<file path="config.mk">
export PLATFORM = sky130hd
export DESIGN_NAME = joy_pos_integrator_flat
export DESIGN_NICKNAME = d
export VERILOG_FILES = /design/src/rtl/joy_pkg.sv /design/src/rtl/joy_pos_integrator_if.sv /design/src/rtl/joy_axis_stepper.sv /design/src/rtl/joy_pos_integrator.sv /design/src/flat_wrapper.sv
export SDC_FILE = /design/constraint.sdc
export NUM_CORES = 1
export LEC_CHECK = 0
export CELL_PAD_IN_SITES_DETAIL_PLACEMENT = 0
export CELL_PAD_IN_SITES_GLOBAL_PLACEMENT = 2
export CORE_MARGIN = 4
export CORE_UTILIZATION = 40
export CTS_CLUSTER_SIZE = 10
export DETAILED_ROUTE_END_ITERATION = 7
export DONT_BUFFER_PORTS = 1
export GPL_TIMING_DRIVEN = 0
export PLACE_DENSITY_LB_ADDON = 0.1
export SYNTH_ARGS = -nofsm -noshare
export SYNTH_HDL_FRONTEND = slang
export SYNTH_SLANG_ARGS = --single-unit
export TNS_END_PERCENT = 20
</file>
<file path="constraint.sdc">
create_clock -name clk_i -period 5.1 [get_ports clk_i]
set_clock_uncertainty 0.05 [all_clocks]
set_input_delay 1.02 -clock clk_i [delete_from_list [all_inputs] [get_ports clk_i]]
set_output_delay 1.02 -clock clk_i [all_outputs]
set_load 0.05 [all_outputs]
</file>
<file path="src/rtl/joy_pkg.sv">
// Shared types and helpers for the joystick position integrator.
// Classification maps a latched sample to a direction and a step period.
package joy_pkg;

  typedef enum logic [1:0] {
    JOY_IDLE,
    JOY_UP,
    JOY_DOWN
  } joy_dir_e;

  typedef struct packed {
    joy_dir_e    dir;
    logic [31:0] period;
  } joy_cls_t;

  function automatic int unsigned joy_center(
    input int unsigned vw
  );
    return 32'd1 << (vw - 1);
  endfunction

  // period = CENTER - mag; mag is the distance from the centre pair
  function automatic joy_cls_t joy_classify(
    input int unsigned s,
    input int unsigned vw,
    input int unsigned dz
  );
    int unsigned c;
    int unsigned mag;
    joy_cls_t    r;
    c        = joy_center(vw);
    r.dir    = JOY_IDLE;
    r.period = '0;
    if (s < c - dz) begin
      mag      = c - s;
      r.dir    = JOY_DOWN;
      r.period = c - mag;
    end else if (s > c - 1 + dz) begin
      mag      = s - (c - 1);
      r.dir    = JOY_UP;
      r.period = c - mag;
    end
    return r;
  endfunction

endpackage

</file>
<file path="src/rtl/joy_pos_integrator_if.sv">
// Sample/home inputs and per-axis position/flag outputs.
interface joy_pos_integrator_if #(
  parameter int unsigned N_AXES = 2,
  parameter int unsigned VW     = 8,
  parameter int unsigned PW     = 8
);
  logic [N_AXES*VW-1:0] sample_i;
  logic                 sample_valid_i;
  logic                 home_i;
  logic [N_AXES*PW-1:0] pos_o;
  logic [N_AXES-1:0]    step_o;
  logic [N_AXES-1:0]    dir_o;
  logic [N_AXES-1:0]    at_limit_o;

  modport master (
    output sample_i, sample_valid_i, home_i,
    input  pos_o, step_o, dir_o, at_limit_o
  );

  modport slave (
    input  sample_i, sample_valid_i, home_i,
    output pos_o, step_o, dir_o, at_limit_o
  );
endinterface

</file>
<file path="src/rtl/joy_axis_stepper.sv">
// One axis: sample latch, rate counter, bounded position and flags.
// JOY_POS_WRAP_EN: position wraps and at_limit_o pulses on wrap.
module joy_axis_stepper
  import joy_pkg::*;
#(
  parameter int unsigned VW       = 8,
  parameter int unsigned PW       = 8,
  parameter int unsigned DEADZONE = 4,
  parameter int unsigned HOME_POS = 128
) (
  input  logic          clk_i,
  input  logic          rst_i,
  input  logic          tick_i,
  input  logic [VW-1:0] sample_i,
  input  logic          sample_valid_i,
  input  logic          home_i,
  output logic [PW-1:0] pos_o,
  output logic          step_o,
  output logic          dir_o,
  output logic          at_limit_o
);
  localparam logic [VW-1:0] CENTER = VW'(joy_center(VW));
  localparam logic [PW-1:0] HOME   = PW'(HOME_POS);
  localparam logic [PW-1:0] PMAX   = '1;

  logic [VW-1:0] lat_q, lat_d;
  logic [VW-1:0] cnt_q, cnt_d;
  logic [PW-1:0] pos_q, pos_d;
  logic          step_q, step_d;
  logic          dir_q, dir_d;
  logic          lim_q, lim_d;
  logic          wrap;
  joy_cls_t      cls;

  always_comb begin
    cls    = joy_classify(32'(lat_q), VW, DEADZONE);
    lat_d  = sample_valid_i ? sample_i : lat_q;
    cnt_d  = cnt_q;
    pos_d  = pos_q;
    step_d = 1'b0;
    wrap   = 1'b0;
    if (home_i) begin
      pos_d = HOME;
      cnt_d = '0;
    end else if (tick_i) begin
      if (cls.dir == JOY_IDLE) begin
        cnt_d = '0;
      end else if (32'(cnt_q) < cls.period) begin
        cnt_d = cnt_q + 1'b1;
      end else begin
        cnt_d = '0;
        if (cls.dir == JOY_DOWN) begin
          wrap  = (pos_q == '0);
          pos_d = pos_q - 1'b1;
        end else begin
          wrap  = (pos_q == PMAX);
          pos_d = pos_q + 1'b1;
        end
`ifndef JOY_POS_WRAP_EN
        if (wrap) pos_d = pos_q;
`endif
        step_d = (pos_d != pos_q);
      end
    end
    dir_d = (cls.dir == JOY_DOWN);
`ifdef JOY_POS_WRAP_EN
    lim_d = wrap & step_d;
`else
    lim_d = (cls.dir == JOY_DOWN && pos_d == '0)
         || (cls.dir == JOY_UP && pos_d == PMAX);
`endif
  end

  always_ff @(posedge clk_i or negedge rst_i) begin
    if (!rst_i) begin
      lat_q  <= CENTER;
      cnt_q  <= '0;
      pos_q  <= HOME;
      step_q <= 1'b0;
      dir_q  <= 1'b0;
      lim_q  <= 1'b0;
    end else begin
      lat_q  <= lat_d;
      cnt_q  <= cnt_d;
      pos_q  <= pos_d;
      step_q <= step_d;
      dir_q  <= dir_d;
      lim_q  <= lim_d;
    end
  end

  assign pos_o      = pos_q;
  assign step_o     = step_q;
  assign dir_o      = dir_q;
  assign at_limit_o = lim_q;
endmodule

</file>
<file path="src/rtl/joy_pos_integrator.sv">
// Multi-axis joystick position integrator with shared tick prescaler.
// Optional JOY_POS_WRAP_EN selects wrapping positions (see stepper).
module joy_pos_integrator #(
  parameter int unsigned N_AXES   = 2,
  parameter int unsigned VW       = 8,
  parameter int unsigned PW       = 8,
  parameter int unsigned DEADZONE = 4,
  parameter int unsigned TICK_DIV = 65536,
  parameter int unsigned HOME_POS = 1 << (PW - 1)
) (
  input logic                 clk_i,
  input logic                 rst_i,
  joy_pos_integrator_if.slave bus
);
  localparam int unsigned PSW = $clog2(TICK_DIV);

  logic [PSW-1:0]       psc_q, psc_d;
  logic                 tick;
  logic [N_AXES*PW-1:0] pos_w;
  logic [N_AXES-1:0]    step_w, dir_w, lim_w;

  assign tick  = (psc_q == PSW'(TICK_DIV - 1));
  assign psc_d = tick ? '0 : psc_q + 1'b1;

  always_ff @(posedge clk_i or negedge rst_i) begin
    if (!rst_i) psc_q <= '0;
    else        psc_q <= psc_d;
  end

  for (genvar k = 0; k < N_AXES; k++) begin : g_axis
    joy_axis_stepper #(
      .VW       (VW),
      .PW       (PW),
      .DEADZONE (DEADZONE),
      .HOME_POS (HOME_POS)
    ) u_axis (
      .clk_i          (clk_i),
      .rst_i          (rst_i),
      .tick_i         (tick),
      .sample_i       (bus.sample_i[k*VW +: VW]),
      .sample_valid_i (bus.sample_valid_i),
      .home_i         (bus.home_i),
      .pos_o          (pos_w[k*PW +: PW]),
      .step_o         (step_w[k]),
      .dir_o          (dir_w[k]),
      .at_limit_o     (lim_w[k])
    );
  end

  assign bus.pos_o      = pos_w;
  assign bus.step_o     = step_w;
  assign bus.dir_o      = dir_w;
  assign bus.at_limit_o = lim_w;
endmodule
</file>
<file path="src/flat_wrapper.sv">
// flat-port wrapper written by rule: the top's interface ports become plain ports
module joy_pos_integrator_flat 
#(
  parameter int unsigned N_AXES   = 2,
  parameter int unsigned VW       = 8,
  parameter int unsigned PW       = 8,
  parameter int unsigned DEADZONE = 4,
  parameter int unsigned TICK_DIV = 65536,
  parameter int unsigned HOME_POS = 1 << (PW - 1)
)
  (clk_i, rst_i, bus_sample_i, bus_sample_valid_i, bus_home_i, bus_pos_o, bus_step_o, bus_dir_o, bus_at_limit_o);
  joy_pos_integrator_if #(.N_AXES(N_AXES), .VW(VW), .PW(PW)) bus_i ();
  input logic clk_i;
  input logic rst_i;
  input wire logic [$bits(bus_i.sample_i)-1:0] bus_sample_i;
  input wire logic [$bits(bus_i.sample_valid_i)-1:0] bus_sample_valid_i;
  input wire logic [$bits(bus_i.home_i)-1:0] bus_home_i;
  output wire logic [$bits(bus_i.pos_o)-1:0] bus_pos_o;
  output wire logic [$bits(bus_i.step_o)-1:0] bus_step_o;
  output wire logic [$bits(bus_i.dir_o)-1:0] bus_dir_o;
  output wire logic [$bits(bus_i.at_limit_o)-1:0] bus_at_limit_o;
  assign bus_i.sample_i = bus_sample_i;
  assign bus_i.sample_valid_i = bus_sample_valid_i;
  assign bus_i.home_i = bus_home_i;
  assign bus_pos_o = bus_i.pos_o;
  assign bus_step_o = bus_i.step_o;
  assign bus_dir_o = bus_i.dir_o;
  assign bus_at_limit_o = bus_i.at_limit_o;
  joy_pos_integrator #(.N_AXES(N_AXES), .VW(VW), .PW(PW), .DEADZONE(DEADZONE), .TICK_DIV(TICK_DIV), .HOME_POS(HOME_POS)) u_core (.clk_i(clk_i), .rst_i(rst_i), .bus(bus_i));
endmodule
</file>
==> flow_metrics.tcl, run 1 <==
set metrics [dict create \
    worstSkewPairLatency_ps 340 \
    clk_pin_slew_ps 60 \
    synth_top_family_by_area "simple AND/OR/NAND/NOR gates" \
    drtAntennaViolNets 0 \
    synth-compound-area-share 0.1835 \
    worst_path_max_delay_cell "or4b_1" \
    via_count 4712 \
    slew_viol_final 0 \
    nets 715 \
    start_util 0.4150 \
    critPathRequiredTime_ps 5270 \
    peakVddDrop_uv 135.7 \
    synth-seq-cells 70 \
    cts_num_sinks 70 \
    drt-wirelength-per-cell_um 17.08 \
    totalPowerFinal_mw 1.568 \
    fmax_mhz 211.6 \
    synthXorXnorAreaFrac 0.09099 \
    fp.coreArea_um2 13450 \
    syn_inst 646 \
    hold_viol 0 \
    placed_cell_area_um2 5803 \
    yosysSeqAreaShare 0.3147 \
    routabilityCongestion 0.8343 \
    grt-ovfl-total 0 \
    cp_data_arrival_time_ps 4900 \
    finish.utilization 0.4572 \
    die_h_um 126.1 \
    grt_antenna_before_repair 0 \
    grt_pass1_vias 4664 \
    drive_gt1_frac 0.1207 \
    crit_cells 18 \
    htree_levels 3 \
    max_stage_delay_ps 560 \
    synth_fa_ha_area_frac 0.08561 \
    diodes 0 \
    timing.rr.start "u_core.g_axis[0].u_axis.lat_q[0]" \
    cpMostUsedCell "ha_1" \
    worst_setup_path_start_kind "register" \
    grtUsageMet2 0.3167 \
    timing.final.crit_share 0.9269 \
    synth_area_um2 5583 \
    clock_path_buffers 2 \
    dr.pass1.iters 4 \
    synthSimpleGateAreaFrac 0.2281 \
    slew_headroom 0.4456 \
    regToRegEndpoint "u_core.g_axis[0].u_axis.at_limit_o" \
    busiest_layer "met2" \
    io_buffers 0 \
    via_per_inst 5.616 \
    met1_usage 0.2385 \
    p_per_area_nw_per_um2 254.9 \
    grt_pass1_wl_um 24040 \
    cts_buffers 9 \
    num_rows 42 \
    cts_tree "built" \
    p_leak_nw 2.594 \
    outcome "finished clean" \
    grt_max_degree 71 \
    min_path_type "in -> async" \
    drc_errors 0 \
    synthesis.nets 703 \
    synth_edf_count 0 \
    worst-r2r-cell-count 18 \
    use_met3 0.03937 \
    dpl.hpwl_um 10670 \
    yosys-mux-area-fraction 0.04505 \
    area_delta_synth_final_pct 10.17 \
    syn_avg_cell_area_um2 8.642 \
    rsz0062_at_grt "false" \
    max_cap_violations 0 \
    min_period_ps 4727 \
    ys_async_sr_fraction 1.000 \
    pin_count 42 \
    synth_cell_types 81 \
    worstPathCellList "clkbuf_4 -> inv_1 -> ha_1 -> or4b_1 -> o22ai_2 -> o21ai_0 -> xnor2_1 -> a221oi_2 -> ha_1 -> and4_1 -> o211ai_1 -> a311oi_1 -> o311ai_2 -> nor3_2 -> buf_6 -> mux2i_1 -> a2111oi_2 -> a31o_1" \
    drt_iter0_markers 251 \
    die_x_um 126.1 \
    routed_wl_um 14330 \
    setup_violations 0 \
    worst_slew_pin_slew_ps 831.6 \
    worstSetupPathType "reg -> reg" \
    ys_warn_count 0 \
    crit_buf_inv 3 \
    crit_path_max_fanout 10 \
    synth_ff_type "dfrtp_1" \
    dieArea_um2 15910 \
    finalInstanceArea_um2 6151 \
    r2r_setup_slack_ps 370 \
    cp_top_family "compound AO/OA/AOI/OAI gates" \
    cts.hold.buffers_added 0 \
    cp-end-kind "register" \
    clock_tree.root_cell "clkbuf_16" \
    grt_util_all_layers 0.1863 \
]
-- area by class of cell --
class                   count  area, µm²
clock buffers              13      260.3
multi-input cells         518       3566
fillers                  1376       7302
inverters                  21      78.83
clock inverters             3      42.54
repair buffers              1      7.507
well taps                 176      220.2
plain buffers              37      217.7
flip-flops and latches     70       1758
-- how the worst max path moves through the flow --
| stage | startpoint | end | slack (ps) |
|---|---|---|---|
| final | u_core.g_axis[0].u_axis.lat_q[0] | u_core.g_axis[0].u_axis.at_limit_o | 370 |
| after global routing | u_core.g_axis[0].u_axis.lat_q[1] | u_core.g_axis[0].u_axis.at_limit_o | 30 |
| after CTS | u_core.g_axis[0].u_axis.lat_q[0] | u_core.g_axis[0].u_axis.at_limit_o | 120 |
| after detailed placement | u_core.g_axis[0].u_axis.lat_q[0] | u_core.g_axis[0].u_axis.cnt_q[3] | -210 |
| after global placement | u_core.g_axis[0].u_axis.lat_q[0] | u_core.g_axis[0].u_axis.cnt_q[3] | -230 |
| after floorplan | u_core.g_axis[0].u_axis.lat_q[0] | u_core.g_axis[0].u_axis.at_limit_o | 820 |
-- kinds of logic (layout without fill, tap and decap cells) --
kind of cell / after synthesis / after routing
AO/OA/AOI/OAI: 155 / 155
XOR/XNOR: 58 / 58
adder cells (fa/ha/maj): 37 / 37
buffers and inverters: 58 / 75
flip-flops: 70 / 70
multiplexers: 24 / 24
AND/OR/NAND/NOR: 244 / 244
-- stage by stage --
| step | setup WS, ps | setup TNS, ps | hold WS (ps) | cells |
|---|---|---|---|---|
| after floorplan | 823.1 | 0 | 388.1 | 646 |
| after global placement | -233.2 | -1709 | 403.3 | 822 |
| after detailed placement | -214.3 | -1292 | 407.2 | 822 |
| after CTS | 118.2 | 0 | 306.8 | 838 |
| after global routing | 34.07 | 0 | 304.5 | 839 |
| final | 373.1 | 0 | 327.0 | 839 |
-- layer usage --
layer,vias to the layer above,wire length (µm)
met5,-,0
met4,0,233
met3,16,612
met2,67,6915
met1,2267,6572
li1,2362,-
-- report_power, final --
part | total, mW | switching, mW | internal (mW)
Sequential | 0.581 | 0.0104 | 0.571
Clock | 0.648 | 0.243 | 0.405
Combinational | 0.339 | 0.211 | 0.128
-- cells in the final DEF, fill, tap and decap left out, drive strengths merged, types with 13 or more instances in the layout --
master  Yosys  routed
xnor2      31      31
buf        24      24
and3       13      13
inv        20      20
dfrtp      66      66
nor3       17      17
nand2      55      55
mux2i      15      15
o21ai      55      55
clkbuf     13      27
a21oi      27      27
ha         35      35
nand3      28      28
nor2       64      64
xor2       27      27
-- state kept, by name, summed over array words and instances (netlist names) --
signal,flops
u_core.g_axis.u_axis.at_limit_o,2
u_core.g_axis.u_axis.cnt_q,16
u_core.g_axis.u_axis.dir_o,2
u_core.g_axis.u_axis.lat_q,16
u_core.g_axis.u_axis.pos_o,16
u_core.g_axis.u_axis.step_o,2
u_core.psc_q,16
-- Yosys cell counts (13+ instances only) --
master | instances | area share
and3_1 | 13 | 0.015
a21oi_1 | 27 | 0.024
xnor2_1 | 31 | 0.049
dfrtp_1 | 66 | 0.30
nor2_1 | 64 | 0.043
o21ai_0 | 49 | 0.044
nor3_1 | 14 | 0.013
xor2_1 | 27 | 0.042
ha_1 | 35 | 0.078
mux2i_1 | 15 | 0.027
nand3_1 | 27 | 0.024
nand2_1 | 55 | 0.037
inv_1 | 19 | 0.013
-- repair_timing --
item                                    4_1_cts  5_1_grt
pin swaps                                     0        1
cloned                                        0        0
resized for setup                             3        8
endpoints found under the setup margin        9        7
buffers inserted                              0        1
No activity file was read; power rests on OpenSTA's default activity.
==> run 2, diff against run 1 <==
--- a/config.mk
+++ b/config.mk
@@ -5,6 +5,7 @@
 export SDC_FILE = /design/constraint.sdc
 export NUM_CORES = 1
 export LEC_CHECK = 0
+export CAP_MARGIN = 40
 export CELL_PAD_IN_SITES_DETAIL_PLACEMENT = 0
 export CELL_PAD_IN_SITES_GLOBAL_PLACEMENT = 2
 export CORE_MARGIN = 4
@@ -12,7 +13,7 @@
 export CTS_CLUSTER_SIZE = 10
 export DETAILED_ROUTE_END_ITERATION = 7
 export DONT_BUFFER_PORTS = 1
-export GPL_TIMING_DRIVEN = 0
+export GPL_TIMING_DRIVEN = 1
 export PLACE_DENSITY_LB_ADDON = 0.1
 export SYNTH_ARGS = -nofsm -noshare
 export SYNTH_HDL_FRONTEND = slang
==> flow_metrics.tcl, run 2 (synthesized netlist as in run 1, its figures left out) <==
set metrics [dict create \
    outcome "finished clean" \
    max_cap_violations 0 \
    slew_viol_final 0 \
    worst_setup_path_start_kind "register" \
    worstSetupPathType "reg -> reg" \
    dr.pass1.iters 4 \
    timing.final.crit_share 0.9170 \
    p_leak_nw 2.491 \
    hold_viol 0 \
    slew_headroom 0.5162 \
    via_count 4613 \
    grt-ovfl-total 0 \
    num_rows 42 \
    routabilityCongestion 0.8749 \
    drtAntennaViolNets 0 \
    fin_tns_setup_ps 0 \
    cts.hold.buffers_added 0 \
    drt-wirelength-per-cell_um 16.72 \
    die_x_um 126.1 \
    grt_util_all_layers 0.1742 \
    final_cell_mix "dfrtp_1, nor2_1, nand2_1" \
    die_h_um 126.1 \
    drc_errors 0 \
    diodes 0 \
    drive_gt1_frac 0.09163 \
    grt_max_degree 71 \
    cts_tree "built" \
    clock_tree.root_cell "clkbuf_16" \
    area_delta_synth_final_pct 6.880 \
    postCtsSetupBuffers 0 \
    htree_levels 3 \
    p_per_area_nw_per_um2 259.2 \
    fmax_mhz 213.8 \
    io_buffers 0 \
    routed_wl_um 13530 \
    min_path_type "in -> async" \
    peakVddDrop_uv 167.7 \
    multi_input_area_um2 3543 \
    grt_pass1_vias 4573 \
    critPathRequiredTime_ps 5320 \
    pin_count 42 \
    cts_num_sinks 70 \
    final-seq-area_um2 1757 \
    cts_buffers 9 \
    worst_slew_pin_slew_ps 725.7 \
    hold_slack_ps 323.5 \
    rsz0062_at_grt "false" \
    cts_resized 0 \
    clk_pin_slew_ps 60 \
    crit_path_max_fanout 9 \
    worstSkewPairLatency_ps 340 \
    fp.coreArea_um2 13450 \
    drt_iter0_markers 249 \
    dpl.hpwl_um 10030 \
    setup_violations 0 \
    cp_data_arrival_time_ps 4900 \
    min_period_ps 4677 \
    grt_pass1_wl_um 22960 \
    dieArea_um2 15910 \
    final_common_cell "dfrtp_1" \
    via_per_inst 5.702 \
    start_util 0.4150 \
    clock_path_buffers 2 \
    fill_cells 1350 \
    cp-end-kind "register" \
    nets 685 \
    grt_antenna_before_repair 0 \
]
[run 2: cell count changes in the layout (fill, tap and decap cells not counted), sizes merged]
cell    previous run  this run
buf               24         8
clkbuf            27        10
clkinv             2         4
inv               20        21
[run 2: metrics by stage]
stage / instances / setup slack [ps] / cell area [µm²] / power, mW / utilization
after floorplan: 646 / 823.1 / 5583 / 0.8508 / -
after global placement: 792 / 556.5 / 5644 / 0.9029 / 0.4196
after detailed placement: 793 / 378.0 / 5652 / 0.9027 / 0.4201
after CTS: 809 / 325.9 / 5959 / 1.564 / 0.4430
after global routing: 809 / 56.16 / 5967 / 1.628 / 0.4435
final: 809 / 423.3 / 5967 / 1.546 / 0.4435
[run 2: final cells by class]
cell class	count	area share
Multi-Input combinational cell	518	0.5938
Sequential cell	70	0.2944
Clock buffer	10	0.04005
Tap cell	176	0.03690
Inverter	21	0.01321
Clock inverter	6	0.01153
Timing Repair Buffer	8	0.01007
[run 2: where the power goes]
part | leakage (nW) | switching [mW] | internal [mW] | total (mW)
combinational | 1.43 | 0.161 | 0.117 | 0.278
sequential | 0.915 | 0.0481 | 0.570 | 0.618
clock | 0.149 | 0.256 | 0.394 | 0.651
[run 2: final timing paths]
kind / cells past startpoint / slack [ps] / startpoint / end
setup / recovery: 16 / 420 / u_core.g_axis[0].u_axis.lat_q[1] / u_core.g_axis[0].u_axis.at_limit_o
hold / removal: 0 / 320 / rst_i / u_core.g_axis[0].u_axis.pos_o[5]
setup reg to reg: 16 / 420 / u_core.g_axis[0].u_axis.lat_q[1] / u_core.g_axis[0].u_axis.at_limit_o
hold reg to reg: 1 / 420 / u_core.psc_q[15] / u_core.psc_q[15]
max in group asynchronous: 0 / 4480 / rst_i / u_core.g_axis[1].u_axis.lat_q[7]
min in group clk_i: 1 / 420 / u_core.psc_q[15] / u_core.psc_q[15]
[run 2: worst max-delay path, stage by stage, from the launching register on]
cell and delay, ps:
dfrtp_1 490, inv_1 150, ha_1 390, or4b_1 540, o22ai_1 230, o21ai_0 160, xnor2_1 200, a221oi_1 100
ha_1 370, and4_1 200, o211ai_1 100, a311oi_1 300, o311ai_2 170, nor3_2 420, mux2i_1 270, nor4b_1 310
a31o_1 160
[run 2: per-layer routing]
layer / wire length, µm / track usage / part of all wire
met1: 6281 / 0.2245 / 0.46
met3: 527 / 0.04615 / 0.039
met5: 0 / 0 / 0
met2: 6479 / 0.2864 / 0.48
met4: 238 / 0.05426 / 0.018
==> run 3, diff against run 2 <==
--- a/config.mk
+++ b/config.mk
@@ -9,7 +9,7 @@
 export CELL_PAD_IN_SITES_DETAIL_PLACEMENT = 0
 export CELL_PAD_IN_SITES_GLOBAL_PLACEMENT = 2
 export CORE_MARGIN = 4
-export CORE_UTILIZATION = 40
+export CORE_UTILIZATION = 35
 export CTS_CLUSTER_SIZE = 10
 export DETAILED_ROUTE_END_ITERATION = 7
 export DONT_BUFFER_PORTS = 1
==> constraint.sdc (replaced) <==
create_clock -name clk_i -period 5.1 [get_ports clk_i]
set_clock_uncertainty 0.05 [all_clocks]
set_input_delay 1.02 -clock clk_i [delete_from_list [all_inputs] [get_ports clk_i]]
set_output_delay 1.02 -clock clk_i [all_outputs]
set_load 0.005 [all_outputs]
==> flow_metrics.tcl, run 3 (synthesized netlist as in run 1, its figures left out) <==
set metrics [dict create \
    num_rows 45 \
    timing.final.crit_share 0.9186 \
    p_leak_nw 2.471 \
    clock_path_buffers 2 \
    cts_tree "built" \
    cts.hold.buffers_added 0 \
    drtAntennaViolNets 0 \
    crit_path_max_fanout 9 \
    nets 685 \
    worstSetupPathType "reg -> reg" \
    fill_cells 1645 \
    grt_pass1_wl_um 23730 \
    cp_data_arrival_time_ps 4910 \
    routabilityCongestion 0.8123 \
    fin_tns_setup_ps 0 \
    drc_errors 0 \
    clock_tree.root_cell "clkbuf_16" \
    worst_setup_path_start_kind "register" \
    cts_buffers 9 \
    min_period_ps 4685 \
    die_x_um 134.3 \
    critPathRequiredTime_ps 5330 \
    rsz0062_at_grt "false" \
    fp.coreArea_um2 15430 \
    worstSkewPairLatency_ps 340 \
    htree_levels 3 \
    start_util 0.3619 \
    cts_num_sinks 70 \
    via_per_inst 5.463 \
    area_delta_synth_final_pct 6.970 \
    drive_gt1_frac 0.09005 \
    outcome "finished clean" \
    grt_pass1_vias 4571 \
    die_h_um 134.3 \
    grt_antenna_before_repair 0 \
    peakVddDrop_uv 160.5 \
    worst_slew_pin_slew_ps 752.7 \
    grt_max_degree 71 \
    slew_headroom 0.4982 \
    slew_viol_final 0 \
    dpl.hpwl_um 10430 \
    max_cap_violations 0 \
    routed_wl_um 14030 \
    drt_iter0_markers 238 \
    drt-wirelength-per-cell_um 16.62 \
    cts_resized 0 \
    final_common_cell "dfrtp_1" \
    via_count 4611 \
    clk_pin_slew_ps 60 \
    dieArea_um2 18040 \
    grt-ovfl-total 0 \
    setup_violations 0 \
    fmax_mhz 213.5 \
    pin_count 42 \
    hold_slack_ps 324.6 \
    io_buffers 0 \
    final_cell_mix "dfrtp_1, nor2_1, nand2_1" \
    diodes 0 \
    min_path_type "in -> async" \
    grt_util_all_layers 0.1623 \
    hold_viol 0 \
    p_per_area_nw_per_um2 248.3 \
    dr.pass1.iters 4 \
    postCtsSetupBuffers 0 \
    cp-end-kind "register" \
]
-- run 3: cell count changes in the layout (fill, tap and decap cells not counted) --
cell | before | now
clkinv_2 | 1 | 3
clkinv_4 | 2 | 0
inv_6 | 1 | 0
o311ai_1 | 0 | 1
o311ai_2 | 1 | 0
bufinv_16 | 1 | 0
clkinvlp_4 | 1 | 3
-- run 3: report_power, final --
group          leakage [nW]  switching, mW  internal, mW
Sequential            0.915         0.0431         0.570
Combinational          1.43          0.161         0.116
Clock                 0.130          0.254         0.340
-- run 3: routing by layer --
layer / wire (µm) / track usage / up-vias / part of all wire
met2: 6879 / 0.2751 / 60 / 0.49
met4: 232 / 0.04525 / 0 / 0.017
met5: 0 / 0 / - / 0
li1: - / - / 2306 / -
met1: 6475 / 0.2079 / 2227 / 0.46
met3: 443 / 0.03713 / 18 / 0.032
-- run 3: worst max-delay path, stage by stage (launching register included) --
cell	delay [ps]
dfrtp_1	500
inv_1	150
ha_1	390
or4b_1	540
o22ai_1	210
o21ai_0	150
xnor2_1	230
a221oi_1	110
ha_1	370
and4_1	200
o211ai_1	100
a311oi_1	250
o311ai_1	180
nor3_2	470
mux2i_1	280
nor4b_1	270
a31o_1	160
-- run 3: path summary, 6_finish.rpt --
check | from | to | slack, ps | depth (start not counted)
max | u_core.g_axis[0].u_axis.lat_q[1] | u_core.g_axis[0].u_axis.at_limit_o | 420 | 16
min | rst_i | u_core.g_axis[0].u_axis.pos_o[0] | 320 | 0
max reg2reg | u_core.g_axis[0].u_axis.lat_q[1] | u_core.g_axis[0].u_axis.at_limit_o | 420 | 16
min reg2reg | u_core.psc_q[12] | u_core.psc_q[12] | 420 | 1
max in group asynchronous | rst_i | u_core.g_axis[1].u_axis.lat_q[7] | 4470 | 0
min in group clk_i | u_core.psc_q[12] | u_core.psc_q[12] | 420 | 1
-- run 3: layout make-up --
type,count,area (µm²),area share
tap,211,264.0,0.04421
multi-input combinational,518,3536,0.5921
clock inverter,6,37.54,0.006285
timing repair buffer,8,60.06,0.01006
sequential,70,1757,0.2942
clock buffer,10,239.0,0.04002
inverter,21,78.83,0.01320
-- run 3: per-stage QoR --
| stage | cell area [µm²] | std cells | utilization | power, mW | setup slack (ps) |
|---|---|---|---|---|---|
| after floorplan | 5583 | 646 | - | 0.8449 | 823.4 |
| after global placement | 5688 | 827 | 0.3687 | 0.9012 | 592.8 |
| after detailed placement | 5695 | 828 | 0.3692 | 0.8982 | 498.0 |
| after CTS | 5972 | 844 | 0.3871 | 1.510 | 449.5 |
| after global routing | 5972 | 844 | 0.3871 | 1.570 | 100.6 |
| final | 5972 | 844 | 0.3871 | 1.483 | 415.1 |
